==> config.mk <==
export PLATFORM = sky130hd
export DESIGN_NAME = alu_issue_stage
export DESIGN_NICKNAME = d
export VERILOG_FILES = /design/src/rtl/alu_issue_stage.sv
export SDC_FILE = /design/constraint.sdc
export NUM_CORES = 1
export LEC_CHECK = 0
export BUFFER_PORTS_ARGS = -buffer_cell sky130_fd_sc_hd__buf_2
export CELL_PAD_IN_SITES_DETAIL_PLACEMENT = 0
export CELL_PAD_IN_SITES_GLOBAL_PLACEMENT = 2
export CORE_ASPECT_RATIO = 1.5
export CORE_UTILIZATION = 30
export CTS_BUF_LIST = sky130_fd_sc_hd__clkbuf_16
export DETAILED_ROUTE_END_ITERATION = 16
export HOLD_SLACK_MARGIN = 0.02
export PLACE_DENSITY = 0.83
export SYNTH_ARGS = -nofsm -noshare
export SYNTH_HDL_FRONTEND = slang
export SYNTH_SLANG_ARGS = --single-unit
==> constraint.sdc <==
create_clock -name clk -period 5.7 [get_ports clk]
set_clock_uncertainty 0.1 [all_clocks]
set_input_delay 1.14 -clock clk [delete_from_list [all_inputs] [get_ports clk]]
set_output_delay 1.14 -clock clk [all_outputs]
set_load 0.1 [all_outputs]
==> src/rtl/alu_issue_stage.sv <==
// Decode/issue stage: RV32 R-type and OP-IMM decode into a 2-entry skid buffer toward the ALU.
// Optional macro ALU_ISSUE_STATS_EN adds issued_count and illegal_count outputs.
module alu_issue_stage #(
   parameter int WIDTH   = 32,
   parameter int REGADDR = 5
) (
   input  logic               clk,
   input  logic               rst,
   input  logic               instr_valid,
   output logic               instr_ready,
   input  logic [31:0]        instr,
   output logic [REGADDR-1:0] rs1_addr,
   output logic [REGADDR-1:0] rs2_addr,
   input  logic [WIDTH-1:0]   rs1_data,
   input  logic [WIDTH-1:0]   rs2_data,
   input  logic               flush,
   output logic               alu_valid,
   input  logic               alu_ready,
   output logic [WIDTH-1:0]   op1,
   output logic [WIDTH-1:0]   op2,
   output logic [6:0]         opcode,
   output logic [2:0]         funct3,
   output logic [6:0]         funct7,
   output logic [REGADDR-1:0] rd,
   output logic               illegal
`ifdef ALU_ISSUE_STATS_EN
   ,
   output logic [31:0]        issued_count,
   output logic [31:0]        illegal_count
`endif
);

   // Handshakes: a transfer happens on a rising edge where valid && ready;
   // valid never depends on ready, and instr_ready depends on buffer state only.

   localparam logic [6:0] OPC_R   = 7'b0110011;
   localparam logic [6:0] OPC_IMM = 7'b0010011;

   typedef enum logic [1:0] {EMPTY, ONE, FULL} state_t;

   typedef struct packed {
      logic [WIDTH-1:0]   op1;
      logic [WIDTH-1:0]   op2;
      logic [6:0]         opcode;
      logic [2:0]         funct3;
      logic [6:0]         funct7;
      logic [REGADDR-1:0] rd;
   } entry_t;

   state_t state, state_n;
   entry_t out_q, skid_q, dec;
   logic   dec_legal;
   logic   accept, push, pop;
   logic   load_out, load_skid, skid_to_out;
   logic [6:0] ins_f7;
   logic [2:0] ins_f3;

   assign ins_f7   = instr[31:25];
   assign ins_f3   = instr[14:12];
   assign rs1_addr = REGADDR'(instr[19:15]);
   assign rs2_addr = REGADDR'(instr[24:20]);

   always_comb begin
      dec_legal   = 1'b0;
      dec.op1     = rs1_data;
      dec.op2     = rs2_data;
      dec.opcode  = instr[6:0];
      dec.funct3  = ins_f3;
      dec.funct7  = ins_f7;
      dec.rd      = REGADDR'(instr[11:7]);
      case (instr[6:0])
         OPC_R: begin
            case (ins_f3)
               3'b000:          dec_legal = (ins_f7 == 7'b0000000) || (ins_f7 == 7'b0100000) ||
                                            (ins_f7 == 7'b0000001);
               3'b100, 3'b110:  dec_legal = (ins_f7 == 7'b0000000) || (ins_f7 == 7'b0000001);
               3'b101:          dec_legal = (ins_f7 == 7'b0000000) || (ins_f7 == 7'b0100000);
               default:         dec_legal = (ins_f7 == 7'b0000000);
            endcase
         end
         OPC_IMM: begin
            if (ins_f3 == 3'b001 || ins_f3 == 3'b101) begin
               // Shifts carry a 5-bit shamt; funct7 selects logical/arithmetic.
               dec.op2   = WIDTH'(instr[24:20]);
               dec_legal = (ins_f7 == 7'b0000000) ||
                           (ins_f7 == 7'b0100000 && ins_f3 == 3'b101);
            end else begin
               dec.op2    = {{(WIDTH-12){instr[31]}}, instr[31:20]};
               dec.funct7 = 7'b0000000;
               dec_legal  = 1'b1;
            end
         end
         default: dec_legal = 1'b0;
      endcase
   end

   assign instr_ready = (state != FULL);
   assign alu_valid   = (state != EMPTY);
   assign accept      = instr_valid && instr_ready;
   assign push        = accept && dec_legal;
   assign pop         = alu_valid && alu_ready;

   always_ff @(posedge clk or posedge rst) begin
      if (rst) state <= EMPTY;
      else     state <= state_n;
   end

   always_comb begin
      state_n     = state;
      load_out    = 1'b0;
      load_skid   = 1'b0;
      skid_to_out = 1'b0;
      if (flush) begin
         state_n = EMPTY;
      end else begin
         case (state)
            EMPTY: begin
               if (push) begin
                  state_n  = ONE;
                  load_out = 1'b1;
               end
            end
            ONE: begin
               if (push && !pop) begin
                  state_n   = FULL;
                  load_skid = 1'b1;
               end else if (push && pop) begin
                  load_out = 1'b1;
               end else if (pop) begin
                  state_n = EMPTY;
               end
            end
            FULL: begin
               if (pop) begin
                  state_n     = ONE;
                  skid_to_out = 1'b1;
               end
            end
            default: state_n = EMPTY;
         endcase
      end
   end

   always_ff @(posedge clk or posedge rst) begin
      if (rst) begin
         out_q  <= '0;
         skid_q <= '0;
      end else begin
         if (load_out)         out_q  <= dec;
         else if (skid_to_out) out_q  <= skid_q;
         if (load_skid)        skid_q <= dec;
      end
   end

   // Illegal encodings are consumed here and never occupy a buffer entry.
   always_ff @(posedge clk or posedge rst) begin
      if (rst)        illegal <= 1'b0;
      else if (flush) illegal <= 1'b0;
      else            illegal <= accept && !dec_legal;
   end

   assign op1    = out_q.op1;
   assign op2    = out_q.op2;
   assign opcode = out_q.opcode;
   assign funct3 = out_q.funct3;
   assign funct7 = out_q.funct7;
   assign rd     = out_q.rd;

`ifdef ALU_ISSUE_STATS_EN
   always_ff @(posedge clk or posedge rst) begin
      if (rst) begin
         issued_count  <= '0;
         illegal_count <= '0;
      end else begin
         if (pop)     issued_count  <= issued_count + 32'd1;
         if (illegal) illegal_count <= illegal_count + 32'd1;
      end
   end
`endif

endmodule

### After elaboration in Yosys (flattened, before gate mapping)

Index checks and enable logic that the tools add are counted.

* input bits: 101
* memory bits (writable): 0
* memory bits (read-only): 0
* bits in latches: 0
* register bits after elaboration: 175
* memories kept: 0

* div/mod/pow operators: 0
* mux-type cells: 28
* magnitude comparators: 0
* bitwise gates (word level): 0
* multipliers: 0
* reduce and logical (&&, ||, !) cells: 21
* add/sub/neg operators: 0
* shift-type cells: 0
* equality and inequality tests: 15

Operators by type and width (count)
* 86-bit two-way mux: 2
* 32-bit two-way mux: 2
* 7-bit by 6-bit == test with 1-bit output, second input constant: 2
* 7-bit two-way mux: 2
* 1-bit two-way mux: 12
* 2-bit two-way mux: 6
* 3-bit == test, second input constant: 3
* 4-bit inequality test, second input constant: 2
* 7-bit by 1-bit == test with 1-bit output, second input constant: 1
* 7-bit by 5-bit == test with 1-bit output, second input constant: 1
* 1-bit logical AND: 7
* 7-bit zero test: 1
* 3-bit inequality test, second input constant: 2
* 2-bit one-hot mux with 3 select lines: 1
* 1-bit logical OR: 5
* 1-bit one-hot mux with 2 select lines: 2
* 4-bit AND reduction: 1
* 2-bit nonzero test: 2
* 3-bit by 1-bit == test with 1-bit output, second input constant: 1
* 3-bit zero test: 1
* 1-bit one-hot mux with 3 select lines: 1
* 2-bit by 1-bit == test with 1-bit output, second input constant: 1
* 2-bit == test, second input constant: 1
* 1-bit zero test: 2
* other kinds (3): 3

### Depth between registers and ports, before layout

Gate-level depths: netlist (run 1).

* depth after elaboration: 12
* gate-level depth with buffers: 8

### Worst setup path before layout (run 1)

OpenSTA, ideal clock, no wires.

* path type: input port to flip-flop
* from: input port instr[26]
* to: register skid_q[0] (netlist name)
* data required time: 5475 ps
* slack: 2835 ps
* stages: 7
* arrival time: 2640 ps
* cells stage by stage: or3_1 -> nor4b_2 -> o31a_2 -> nand4_2 -> buf_6 -> buf_6 -> mux2_4

* longest elaborated chain between the ends: 10
* elaborated cells on any way between the ends: 16

RTL lines
* from (decl): line 11 `input logic [31:0] instr,`
* 7-bit by 6-bit == test with 1-bit output / 7-bit zero test (equally long branches)
* 1-bit logical OR / 1-bit logical AND (equally long branches): line 74, 77, 86
* 1-bit logical OR, on equally long branches: line 74, 85
* 1-bit one-hot mux with 3 select lines / 1-bit two-way mux (equally long branches): line 73, 82
* 1-bit one-hot mux with 2 select lines *: line 71 `case (instr[6:0])`
* 1-bit logical AND *: line 100 `assign push = accept && dec_legal;`
* 1-bit logical AND *: line 124 `if (push && !pop) begin`
* 1-bit two-way mux *: line 124
* 1-bit two-way mux *: line 116 `case (state)`
* 1-bit two-way mux *: line 113 `if (flush) begin`
* to (signal assigned): line 147 `skid_q <= '0;`
* to (signal assigned): line 151 `if (load_skid) skid_q <= dec;`
* to (decl): line 51 `entry_t out_q, skid_q, dec;`

Mark *: on every way between the ends. The rest lies on a longest branch, timed or not.
A chain may end at the register's enable or synchronous reset.

### Worst setup path after layout (run 1)

* from: input port instr[26]
* to: register skid_q[49] (netlist name)

The elaborated chain is that of the path after synthesis.

==> reports/qor.csv, run 1 <==
stage;metric;value;unit
worst_setup_path;endpoint required time on the critical path;5.92;ns
final_layout;final instance count without filler cells;1195;
worst_setup_path;list of cells traversed by the critical path;buf_2, or3_1, nor4b_2, o31a_2, nand4_4, buf_4, mux2_4;
pwr;relative contribution of the clock network to total power;45.7;%
floorplan;area of the die;26700;um2
pwr;internal power component;0.00203;W
global_route;vias in the first global route;5612;
synthesis;Synth Warn #;0;
placement;Detailed Place HPWL;12800;um
worst_setup_path;Reg2Reg Launch Point;state[0];
worst_setup_path;Critical Path Source Type;input port;
worst_setup_path;CP max-delay cell;sky130_fd_sc_hd__nand4_4;
cts;clock-pin transition on the worst setup and hold timing paths;0.06;ns
pwr;net switching component of the power;0.000672;W
timing;final worst-path cycle share;65.6;%
floorplan;number of placement rows;72;
pwr;power per unit of standard cell area;282;nW/um2
detailed_routing;number of vias in the routed layout;5520;
placement;IO buf count;189;
synthesis;post-synthesis cell count;683;
detailed_routing;antenna violation net count after detailed routing;0;
worst_setup_path;Largest delay share family, worst path;simple AND/OR/NAND/NOR gates;
timing;minimum clock period;3.74;ns
cts;Clk Latency, worst-skew pair;0.43;ns
timing;number of max-slew violations in the final report;0;
synthesis;net count after synthesis;784;
detailed_routing;first-pass detailed-route iteration total;4;
detailed_routing;DRC violation count after routing;0;
min_path;hold path endpoint;skid_q[19];
cts;CTS H-tree depth;4;
synthesis;register bit total from synthesis;175;
final_layout;proportion of layout cells with a drive suffix above 1;35.2;%
min_path;hold_sp;skid_q[19];
synthesis;Syn Std Cell Area;7820;um2
pwr;static power due to leakage;5.16;nW
pwr;Gate power share;7.8;%
timing;worst hold slack;0.367;ns
worst_setup_path;maximum net fanout on the critical path;47;
synthesis;Unique masters post-synth;42;
detailed_routing;final wirelength;19700;um
worst_setup_path;Buf/Inv on CP;2;
floorplan;Die Span Y;200;um
worst_setup_path;Worst setup EP type;register;
floorplan;area of the core;25700;um2
timing;Fmax;267;MHz
placement;cell count after placement;1161;
synthesis;top-area cell type share of the netlist area;56.0;%
timing;final hold vios;0;
cts;number of gates resized after CTS;0;
global_route;antenna violations before repair;5;
synthesis;number of enable-type register cells in the synthesized netlist;0;
worst_setup_path;Crit Reg-Reg Endpoint;skid_q[49];
final_layout;final-layout fill cell count;2586;
worst_setup_path;worst reg-to-reg setup slack;2.96;ns
cts;count of clock tree sinks;175;
timing;transition at the pin with the smallest max-transition slack;1.06;ns
cts;hold-fix buffer count after cts;0;
floorplan;initial core utilization;30.5;%
worst_setup_path;critical path start-end classification;in2reg;
synthesis;most area-hungry cell type in the Yosys netlist;sky130_fd_sc_hd__dfrtp_1;
synthesis;leading cell types by total area after synthesis;sky130_fd_sc_hd__dfrtp_1 56%, sky130_fd_sc_hd__mux2_4 11%, sky130_fd_sc_hd__o21ai_0 5.4%;
worst_setup_path;Worst R2R Path Depth;4;
final_layout;number of nets in the final layout;948;
job;reported max-cap violation count;0;
synthesis;commonest register cell after synthesis;sky130_fd_sc_hd__dfrtp_1;
placement;weighted congestion at the end of routability-driven global placement;0.728;
cts;maximum buffer depth of the clock tree;2;
global_route;GR Util All Layers;15.2;%
global_route;first-pass GRT wire length;30800;um
final_layout;post-synthesis to final-layout area growth;22.7;%
timing;final total negative setup slack;0;ns
synthesis;average size of a mapped cell;11.5;um2
detailed_routing;1st-iter DRT viols;175;
global_route;remaining global-route overflow;0;
timing;setup repair after global routing missed its margin;false;
status;run status;finished clean;
worst_setup_path;stage delay of the slowest cell on the critical path;0.82;ns
timing;number of setup violations in the final report;0;
detailed_routing;wire length per cell after detailed routing;16.4;um
synthesis;ys async rst share;100;%
detailed_routing;post-detailed-route via-to-cell ratio;4.62;
cts;number of CTS-inserted buffers;17;
pwr;Net Sw Frac;24.8;%
worst_setup_path;arrival time of the worst setup path;3.95;ns
cts;clock tree from TritonCTS;yes;
floorplan;number of I/O pins;200;
min_path;instance count along the most critical hold path;1;
floorplan;die outline width;134;um
timing;tightest slew margin relative to the limit;29.5;%
cts;Post-CTS Repair Setup Buffers;0;
min_path;min-delay worst type;reg2reg;
pwr;Sequential Power Share;46.4;%
cts;clock root buffer;sky130_fd_sc_hd__clkbuf_16;
synthesis;sequential-to-total area share from yosys stat;56.0;%
global_route;maximum number of pins on one net before global-route repair;176;
pwr;maximum VDD drop;0.207;mV
cells in the final DEF, fill, tap and decap left out, types with 2 or more instances in the layout:
master                       synthesis  layout
sky130_fd_sc_hd__nor2b_1             3       3
sky130_fd_sc_hd__mux2_4             59      59
sky130_fd_sc_hd__diode_2             0       2
sky130_fd_sc_hd__bufinv_16           0       4
sky130_fd_sc_hd__o21ai_0            85      85
sky130_fd_sc_hd__and2_1              8       8
sky130_fd_sc_hd__inv_1              56      55
sky130_fd_sc_hd__a22oi_1            41      41
sky130_fd_sc_hd__mux2i_1            26      26
sky130_fd_sc_hd__a211oi_1            2       2
sky130_fd_sc_hd__nand2b_1            7       7
sky130_fd_sc_hd__buf_4              15       9
sky130_fd_sc_hd__clkinvlp_4          0       2
sky130_fd_sc_hd__nor3_1              3       3
sky130_fd_sc_hd__a21oi_1             7       7
sky130_fd_sc_hd__buf_2              10     189
sky130_fd_sc_hd__dfrtp_1           175     175
sky130_fd_sc_hd__nand2_1            75      74
sky130_fd_sc_hd__inv_6               0       3
sky130_fd_sc_hd__clkbuf_16           0      17
sky130_fd_sc_hd__nor2_1             19      18
sky130_fd_sc_hd__nand3b_1            2       2
sky130_fd_sc_hd__o221ai_1           11      11
sky130_fd_sc_hd__nor4_1              2       2
sky130_fd_sc_hd__clkinv_2            0       5
sky130_fd_sc_hd__o21ai_1             7       7
sky130_fd_sc_hd__a21o_1             23      23
routing by layer:
| layer | part of all wire, % | up-vias | routed length [um] | GRT usage (%) |
|---|---|---|---|---|
| met5 | 0.16 | - | 32 | 0 |
| met4 | 1.4 | 6 | 283 | 5.30 |
| met3 | 4.7 | 22 | 922 | 4.09 |
| met2 | 51 | 119 | 10100 | 25.8 |
| met1 | 42 | 2706 | 8340 | 18.5 |
| li1 | - | 2667 | - | - |
through the flow:
step / utilization, % / power [W] / setup slack [ns] / area (um2)
2_1_floorplan: - / 0.00144 / 2.22 / 7830
3_3_place_gp: 35.0 / 0.00150 / 1.49 / 8970
6_report: 37.4 / 0.00271 / 1.96 / 9600
3_5_place_dp: 35.0 / 0.00150 / 1.43 / 8970
4_1_cts: 37.4 / 0.00275 / 1.89 / 9590
5_1_grt: 37.4 / 0.00281 / 1.75 / 9590
power groups by stage:
stage | combinational [W] | sequential [W] | clock, W
floorplan | 0.0000821 | 0.00136 | 0
global placement | 0.000214 | 0.00128 | 0
detailed placement | 0.000215 | 0.00128 | 0
CTS | 0.000216 | 0.00126 | 0.00128
global route | 0.000228 | 0.00126 | 0.00132
finish | 0.000211 | 0.00126 | 0.00124
logic make-up (layout without fill, tap and decap cells):
kind of cell	count (synthesis)	in the layout	synth area share (%)
multiplexers	86	86	14.8
AND/OR/NAND/NOR	131	131	7.87
flip-flops	175	175	56.0
buffers and inverters	110	287	6.85
other	0	2	0
AO/OA/AOI/OAI	181	181	14.5
worst max path at each step:
| stage | from | cells after the start | endpoint |
|---|---|---|---|
| after global placement | instr[30] | 7 | skid_q[49] |
| final | instr[26] | 7 | skid_q[49] |
| after global routing | instr[30] | 7 | skid_q[49] |
| after CTS | instr[26] | 7 | skid_q[2] |
| after floorplan | rst | 1 | funct3[0] |
| after detailed placement | instr[26] | 7 | skid_q[59] |
worst register-to-register path, stage by stage (launching register included):
cell and delay, ns:
sky130_fd_sc_hd__dfrtp_1 0.38, sky130_fd_sc_hd__nor2b_1 0.32, sky130_fd_sc_hd__nand4_4 0.86, sky130_fd_sc_hd__buf_4 0.60, sky130_fd_sc_hd__mux2_4 0.36
layout make-up:
cell class	instances	area (um2)	area share (%)
diodes	2	5.00	0.0522
clock buffers	17	425	4.43
clock inverters	15	191	2.00
inverters	56	214	2.23
multi-input cells	398	2930	30.5
flip-flops and latches	175	4380	45.6
well taps	333	417	4.34
repair buffers	199	1030	10.8
registers in the layout, indices dropped and copies added, names as in the netlist:
signal,count
rd,5
op2,32
funct3,3
state,2
opcode,7
skid_q,86
funct7,7
illegal,1
op1,32
cell usage after synthesis (8+ instances only):
cell type,n
sky130_fd_sc_hd__nand2_1,75
sky130_fd_sc_hd__dfrtp_1,175
sky130_fd_sc_hd__o21ai_0,85
sky130_fd_sc_hd__a21o_1,23
sky130_fd_sc_hd__o221ai_1,11
sky130_fd_sc_hd__clkbuf_1,19
sky130_fd_sc_hd__and2_1,8
sky130_fd_sc_hd__mux2i_1,26
sky130_fd_sc_hd__buf_4,15
sky130_fd_sc_hd__nor2_1,19
sky130_fd_sc_hd__a22oi_1,41
sky130_fd_sc_hd__buf_2,10
sky130_fd_sc_hd__inv_1,56
sky130_fd_sc_hd__mux2_4,59
(Power assumes the default switching activity.)
==> inputs of run 2 (changes only) <==
--- a/config.mk
+++ b/config.mk
@@ -13,7 +13,7 @@
 export CTS_BUF_LIST = sky130_fd_sc_hd__clkbuf_16
 export DETAILED_ROUTE_END_ITERATION = 16
 export HOLD_SLACK_MARGIN = 0.02
-export PLACE_DENSITY = 0.83
+export PLACE_DENSITY = 0.8
 export SYNTH_ARGS = -nofsm -noshare
 export SYNTH_HDL_FRONTEND = slang
 export SYNTH_SLANG_ARGS = --single-unit
==> constraint.sdc (replaced) <==
create_clock -name clk -period 3.6 [get_ports clk]
set_clock_uncertainty 0.1 [all_clocks]
set_input_delay 0.72 -clock clk [delete_from_list [all_inputs] [get_ports clk]]
set_output_delay 0.72 -clock clk [all_outputs]
set_load 0.1 [all_outputs]
==> reports/qor.csv, run 2 (synthesized netlist as in run 1, its figures left out) <==
stage;metric;value;unit;change
status;run status;finished clean;;
global_route;remaining global-route overflow;0;;unchanged
final_layout;post-synthesis to final-layout area growth;24.0;%;
floorplan;die outline width;134;um;unchanged
worst_setup_path;endpoint required time on the critical path;3.82;ns;-2.10 ns
pwr;static power due to leakage;5.20;nW;+0.84%
timing;number of setup violations in the final report;0;;unchanged
detailed_routing;antenna violation net count after detailed routing;0;;unchanged
worst_setup_path;maximum net fanout on the critical path;25;;-47%
timing;transition at the pin with the smallest max-transition slack;0.681;ns;-0.374 ns
detailed_routing;first-pass detailed-route iteration total;4;;unchanged
floorplan;number of I/O pins;200;;unchanged
placement;Detailed Place HPWL;13100;um;+2.8%
final_layout;Largest register FFs;86;;unchanged
final_layout;final-layout fill cell count;2574;;-0.46%
worst_setup_path;Critical Path Source Type;input port;;
timing;final total negative setup slack;0;ns;unchanged
cts;clock-pin transition on the worst setup and hold timing paths;0.07;ns;about the same
worst_setup_path;Worst R2R Path Depth;6;;+2
floorplan;area of the die;26700;um2;unchanged
cts;number of gates resized after CTS;0;;unchanged
worst_setup_path;Worst setup EP type;register;;
final_layout;number of nets in the final layout;953;;+0.53%
timing;final worst-path cycle share;70.3;%;
detailed_routing;final wirelength;20100;um;+2.2%
global_route;maximum number of pins on one net before global-route repair;89;;-49%
timing;Fmax;395;MHz;
global_route;vias in the first global route;5931;;+5.7%
floorplan;initial core utilization;30.5;%;unchanged
timing;minimum clock period;2.53;ns;
detailed_routing;wire length per cell after detailed routing;16.8;um;+2.0%
global_route;first-pass GRT wire length;32300;um;+4.9%
timing;final hold vios;0;;unchanged
global_route;antenna violations before repair;3;;-2
timing;setup repair after global routing missed its margin;false;;
detailed_routing;1st-iter DRT viols;252;;+44%
floorplan;number of placement rows;72;;unchanged
pwr;maximum VDD drop;0.308;mV;+49%
cts;Post-CTS Repair Setup Buffers;0;;unchanged
timing;final critical-path setup slack;1.07;ns;-0.894 ns
floorplan;area of the core;25700;um2;unchanged
cts;clock root buffer;sky130_fd_sc_hd__clkbuf_16;;
cts;hold-fix buffer count after cts;0;;unchanged
final_layout;proportion of layout cells with a drive suffix above 1;35.2;%;about the same
placement;worst-case setup slack after placement;0.611;ns;-0.815 ns
final_layout;most frequent standard cell in the layout excluding fill and tap cells;sky130_fd_sc_hd__buf_2;;
cts;count of clock tree sinks;175;;unchanged
cts;maximum buffer depth of the clock tree;2;;unchanged
timing;tightest slew margin relative to the limit;54.5;%;+25 points
global_route;GR Util All Layers;15.7;%;+0.54 points
placement;total cell area at the placement stage;9100;um2;+1.4%
pwr;power per unit of standard cell area;438;nW/um2;+55%
detailed_routing;post-detailed-route via-to-cell ratio;4.65;;+0.62%
detailed_routing;number of vias in the routed layout;5568;;+0.87%
cts;number of CTS-inserted buffers;17;;unchanged
job;reported max-cap violation count;0;;unchanged
cts;clock tree from TritonCTS;yes;;
detailed_routing;DRC violation count after routing;0;;unchanged
cts;CTS H-tree depth;4;;unchanged
worst_setup_path;critical path start-end classification;in2reg;;
placement;IO buf count;189;;unchanged
final_layout;commonest non-fill, non-tap cells in the layout;189 x sky130_fd_sc_hd__buf_2, 175 x sky130_fd_sc_hd__dfrtp_1, 85 x sky130_fd_sc_hd__o21ai_0, 74 x sky130_fd_sc_hd__nand2_1, 59 x sky130_fd_sc_hd__mux2_4;;
final_layout;Largest Register;skid_q;;
min_path;min-delay worst type;in2async;;
placement;weighted congestion at the end of routability-driven global placement;0.766;;+5.3%
cts;Clk Latency, worst-skew pair;0.43;ns;about the same
floorplan;Die Span Y;200;um;unchanged
final_layout;area of all placed cells without fillers;9700;um2;+1.1%
timing;number of max-slew violations in the final report;0;;unchanged
worst_setup_path;arrival time of the worst setup path;2.75;ns;-1.20 ns
==> run 2: final timing paths <==
check / slack (ns) / start / endpoint
setup / recovery: 1.07 / instr[6] / funct7[5]
hold / removal: 0.29 / rst / skid_q[13]
setup reg to reg: 1.60 / state[1] / funct7[5]
hold reg to reg: 0.37 / skid_q[16] / skid_q[16]
max in group asynchronous: 2.29 / rst / skid_q[16]
min in group clk: 0.37 / skid_q[16] / skid_q[16]
==> run 2: power by group <==
part / internal (W) / switching, W
Combinational: 0.0000813 / 0.000254
Clock: 0.00115 / 0.000777
Sequential: 0.00198 / 0.00000793
==> run 2: final cells by class <==
type	instances	area, um2	share of cell area, %
repair buffers	204	1160	11.9
diodes	2	5.00	0.0516
flip-flops and latches	175	4380	45.1
clock buffers	17	425	4.38
inverters	56	214	2.21
well taps	333	417	4.29
multi-input cells	398	2930	30.2
clock inverters	13	174	1.79
==> run 2: critical path, stage by stage <==
cell and delay (ns):
sky130_fd_sc_hd__buf_2 0.09, sky130_fd_sc_hd__nand2b_1 0.16, sky130_fd_sc_hd__nor4_1 0.44, sky130_fd_sc_hd__buf_4 0.20
sky130_fd_sc_hd__o31a_2 0.22, sky130_fd_sc_hd__and4b_4 0.30, sky130_fd_sc_hd__buf_4 0.32, sky130_fd_sc_hd__nor2_1 0.10
sky130_fd_sc_hd__a21o_1 0.19
==> run 2: per-stage QoR <==
step / total power [W] / hold slack (ns) / util [%] / std cells
floorplan: 0.00228 / 0.335 / - / 683
global placement: 0.00237 / 0.350 / 35.4 / 1166
detailed placement: 0.00237 / 0.357 / 35.4 / 1166
CTS: 0.00432 / 0.301 / 37.8 / 1196
global route: 0.00441 / 0.328 / 37.8 / 1197
finish: 0.00425 / 0.289 / 37.8 / 1198
==> run 2: metal layers <==
metal	routed length, um	up-vias	part of all wire, %	GRT usage (%)
met5	13	-	0.065	0
met4	347	2	1.7	5.81
met3	830	16	4.1	3.54
met2	10400	113	52	27.3
met1	8470	2759	42	18.9
li1	-	2678	-	-
==> inputs of run 3 (changes only) <==
--- a/config.mk
+++ b/config.mk
@@ -13,7 +13,7 @@
 export CTS_BUF_LIST = sky130_fd_sc_hd__clkbuf_16
 export DETAILED_ROUTE_END_ITERATION = 16
 export HOLD_SLACK_MARGIN = 0.02
-export PLACE_DENSITY = 0.8
+export PLACE_DENSITY = 0.83
 export SYNTH_ARGS = -nofsm -noshare
 export SYNTH_HDL_FRONTEND = slang
 export SYNTH_SLANG_ARGS = --single-unit
==> constraint.sdc (replaced) <==
create_clock -name clk -period 2.3 [get_ports clk]
set_clock_uncertainty 0.1 [all_clocks]
set_input_delay 0.46 -clock clk [delete_from_list [all_inputs] [get_ports clk]]
set_output_delay 0.46 -clock clk [all_outputs]
set_load 0.1 [all_outputs]
==> reports/qor.csv, run 3 (synthesized netlist as in run 1, its figures left out) <==
stage;metric;value;unit;change
pwr;static power due to leakage;5.28;nW;+1.6%
detailed_routing;number of vias in the routed layout;5661;;+1.7%
detailed_routing;routed wire length on met3;1060;um;+28%
final_layout;final-layout fill cell count;2547;;-1.0%
detailed_routing;routed wire length on met2;10600;um;+1.2%
floorplan;initial core utilization;30.5;%;unchanged
cts;count of clock tree sinks;175;;unchanged
pwr;Net Sw Frac;23.5;%;-0.94 points
global_route;vias in the first global route;5902;;-0.49%
cts;Post-CTS Repair Setup Buffers;0;;unchanged
timing;setup repair after global routing missed its margin;false;;
worst_setup_path;Critical Path Source Type;register;;
timing;number of max-slew violations in the final report;0;;unchanged
floorplan;number of I/O pins;200;;unchanged
detailed_routing;antenna violation net count after detailed routing;0;;unchanged
cts;Clk Latency, worst-skew pair;0.42;ns;about the same
final_layout;number of nets in the final layout;970;;+1.8%
timing;final hold vios;0;;unchanged
detailed_routing;1st-iter DRT viols;283;;+12%
final_layout;Largest Register;skid_q;;
timing;transition at the pin with the smallest max-transition slack;0.533;ns;-0.148 ns
final_layout;proportion of layout cells with a drive suffix above 1;36.4;%;+1.1 points
cts;maximum buffer depth of the clock tree;2;;unchanged
final_layout;Largest register FFs;86;;unchanged
detailed_routing;final wirelength;20200;um;+0.67%
worst_setup_path;endpoint required time on the critical path;1.74;ns;-2.08 ns
final_layout;area of all placed cells without fillers;9840;um2;+1.5%
final_layout;post-synthesis to final-layout area growth;25.8;%;
floorplan;area of the die;26700;um2;unchanged
min_path;min-delay worst type;in2async;;
timing;Fmax;460;MHz;
floorplan;Die Span Y;200;um;unchanged
timing;minimum clock period;2.17;ns;
worst_setup_path;critical path start-end classification;reg2out;;
cts;hold-fix buffer count after cts;0;;unchanged
timing;tightest slew margin relative to the limit;64.5;%;+10 points
detailed_routing;post-detailed-route via-to-cell ratio;4.67;;+0.50%
cts;number of CTS-inserted buffers;17;;unchanged
worst_setup_path;CP max-delay cell;sky130_fd_sc_hd__buf_2;;
floorplan;number of placement rows;72;;unchanged
global_route;maximum number of pins on one net before global-route repair;94;;+5.6%
job;reported max-cap violation count;0;;unchanged
placement;weighted congestion at the end of routability-driven global placement;0.732;;-4.4%
pwr;Sequential Power Share;46.5;%;-0.3 points
pwr;Gate power share;8.0;%;about the same
floorplan;die outline width;134;um;unchanged
global_route;remaining global-route overflow;0;;unchanged
worst_setup_path;list of cells traversed by the critical path;nor2b_1, inv_1, buf_2;;
detailed_routing;first-pass detailed-route iteration total;5;;+1
worst_setup_path;Worst setup EP type;output port;;
cts;clock tree from TritonCTS;yes;;
worst_setup_path;maximum net fanout on the critical path;7;;-72%
detailed_routing;highest layer used for signal routing;met5;;
final_layout;final core utilization;38.3;%;+0.55 points
placement;total cell area at the placement stage;9240;um2;+1.5%
placement;Detailed Place HPWL;13500;um;+2.7%
pwr;internal power component;0.00513;W;+60%
worst_setup_path;stage delay of the slowest cell on the critical path;0.45;ns;about the same
cts;CTS H-tree depth;4;;unchanged
global_route;antenna violations before repair;5;;+2
detailed_routing;DRC violation count after routing;0;;unchanged
cts;clock-pin transition on the worst setup and hold timing paths;0.06;ns;about the same
detailed_routing;detailed-route wire length on metal 1;8250;um;-2.6%
final_layout;most frequent standard cell in the layout excluding fill and tap cells;sky130_fd_sc_hd__buf_2;;
placement;IO buf count;189;;unchanged
pwr;maximum VDD drop;0.521;mV;+69%
detailed_routing;wire length per cell after detailed routing;16.7;um;-0.49%
cts;number of gates resized after CTS;0;;unchanged
global_route;GR Util All Layers;15.8;%;+0.022 points
timing;final worst-path cycle share;94.6;%;
worst_setup_path;arrival time of the worst setup path;1.61;ns;-1.14 ns
pwr;net switching component of the power;0.00158;W;+52%
timing;number of setup violations in the final report;0;;unchanged
pwr;power per unit of standard cell area;681;nW/um2;+55%
floorplan;area of the core;25700;um2;unchanged
global_route;first-pass GRT wire length;31900;um;-1.3%
final_layout;commonest non-fill, non-tap cells in the layout;189 x sky130_fd_sc_hd__buf_2, 175 x sky130_fd_sc_hd__dfrtp_1, 85 x sky130_fd_sc_hd__o21ai_0, 74 x sky130_fd_sc_hd__nand2_1, 59 x sky130_fd_sc_hd__mux2_4;;
pwr;relative contribution of the clock network to total power;45.4;%;about the same
status;run status;finished clean;;
cts;clock root buffer;sky130_fd_sc_hd__clkbuf_16;;
==> run 3: critical path: cells and delay by family (launching register included) <==
kind	cells	cell delay, ns
simple gates	1	0.20
flops	1	0.44
buf+inv	2	0.54
==> run 3: routing by layer <==
metal | track usage [%] | up-vias
met2 | 27.7 | 137
li1 | - | 2696
met1 | 18.1 | 2798
met4 | 5.43 | 6
met5 | 0 | -
met3 | 4.62 | 24
==> run 3: final timing paths <==
| kind | startpoint | endpoint | slack [ns] | depth (start not counted) |
|---|---|---|---|---|
| worst max-delay path | state[1] | instr_ready | 0.13 | 3 |
| worst max register to register | state[1] | funct7[5] | 0.35 | 6 |
| min in group clk | instr[8] | skid_q[1] | 0.18 | 2 |
| worst min register to register | skid_q[16] | skid_q[16] | 0.37 | 1 |
| max in group asynchronous | rst | skid_q[42] | 1.57 | 3 |
| worst min-delay path | rst | skid_q[79] | 0.07 | 3 |
==> run 3: final cells by class <==
class,count,area [um2],area share (%)
Antenna cell,2,5.00,0.0508
Clock buffer,17,425,4.32
Clock inverter,10,175,1.78
Inverter,56,214,2.17
Multi-Input combinational cell,398,2930,29.8
Sequential cell,175,4380,44.5
Tap cell,333,417,4.23
Timing Repair Buffer,221,1300,13.2
==> run 3: stage by stage <==
step,total power [W],std cells,hold WS [ns],worst slack (ns),setup TNS [ns]
2_1_floorplan,0.00356,683,0.335,-0.499,-87.26
3_3_place_gp,0.00372,1183,0.351,-0.196,-21.76
3_5_place_dp,0.00372,1183,0.358,-0.237,-23.34
4_1_cts,0.00683,1210,0.0942,0.0838,0
5_1_grt,0.00698,1210,0.0982,0.0342,0
6_report,0.00670,1212,0.0677,0.125,0
==> run 3: power groups by stage <==
stage	Clock, W	Sequential [W]	Combinational, W
6_report	0.00305	0.00312	0.000539
5_1_grt	0.00328	0.00312	0.000581
4_1_cts	0.00316	0.00312	0.000550
3_5_place_dp	0	0.00317	0.000548
3_3_place_gp	0	0.00317	0.000545
2_1_floorplan	0	0.00336	0.000204
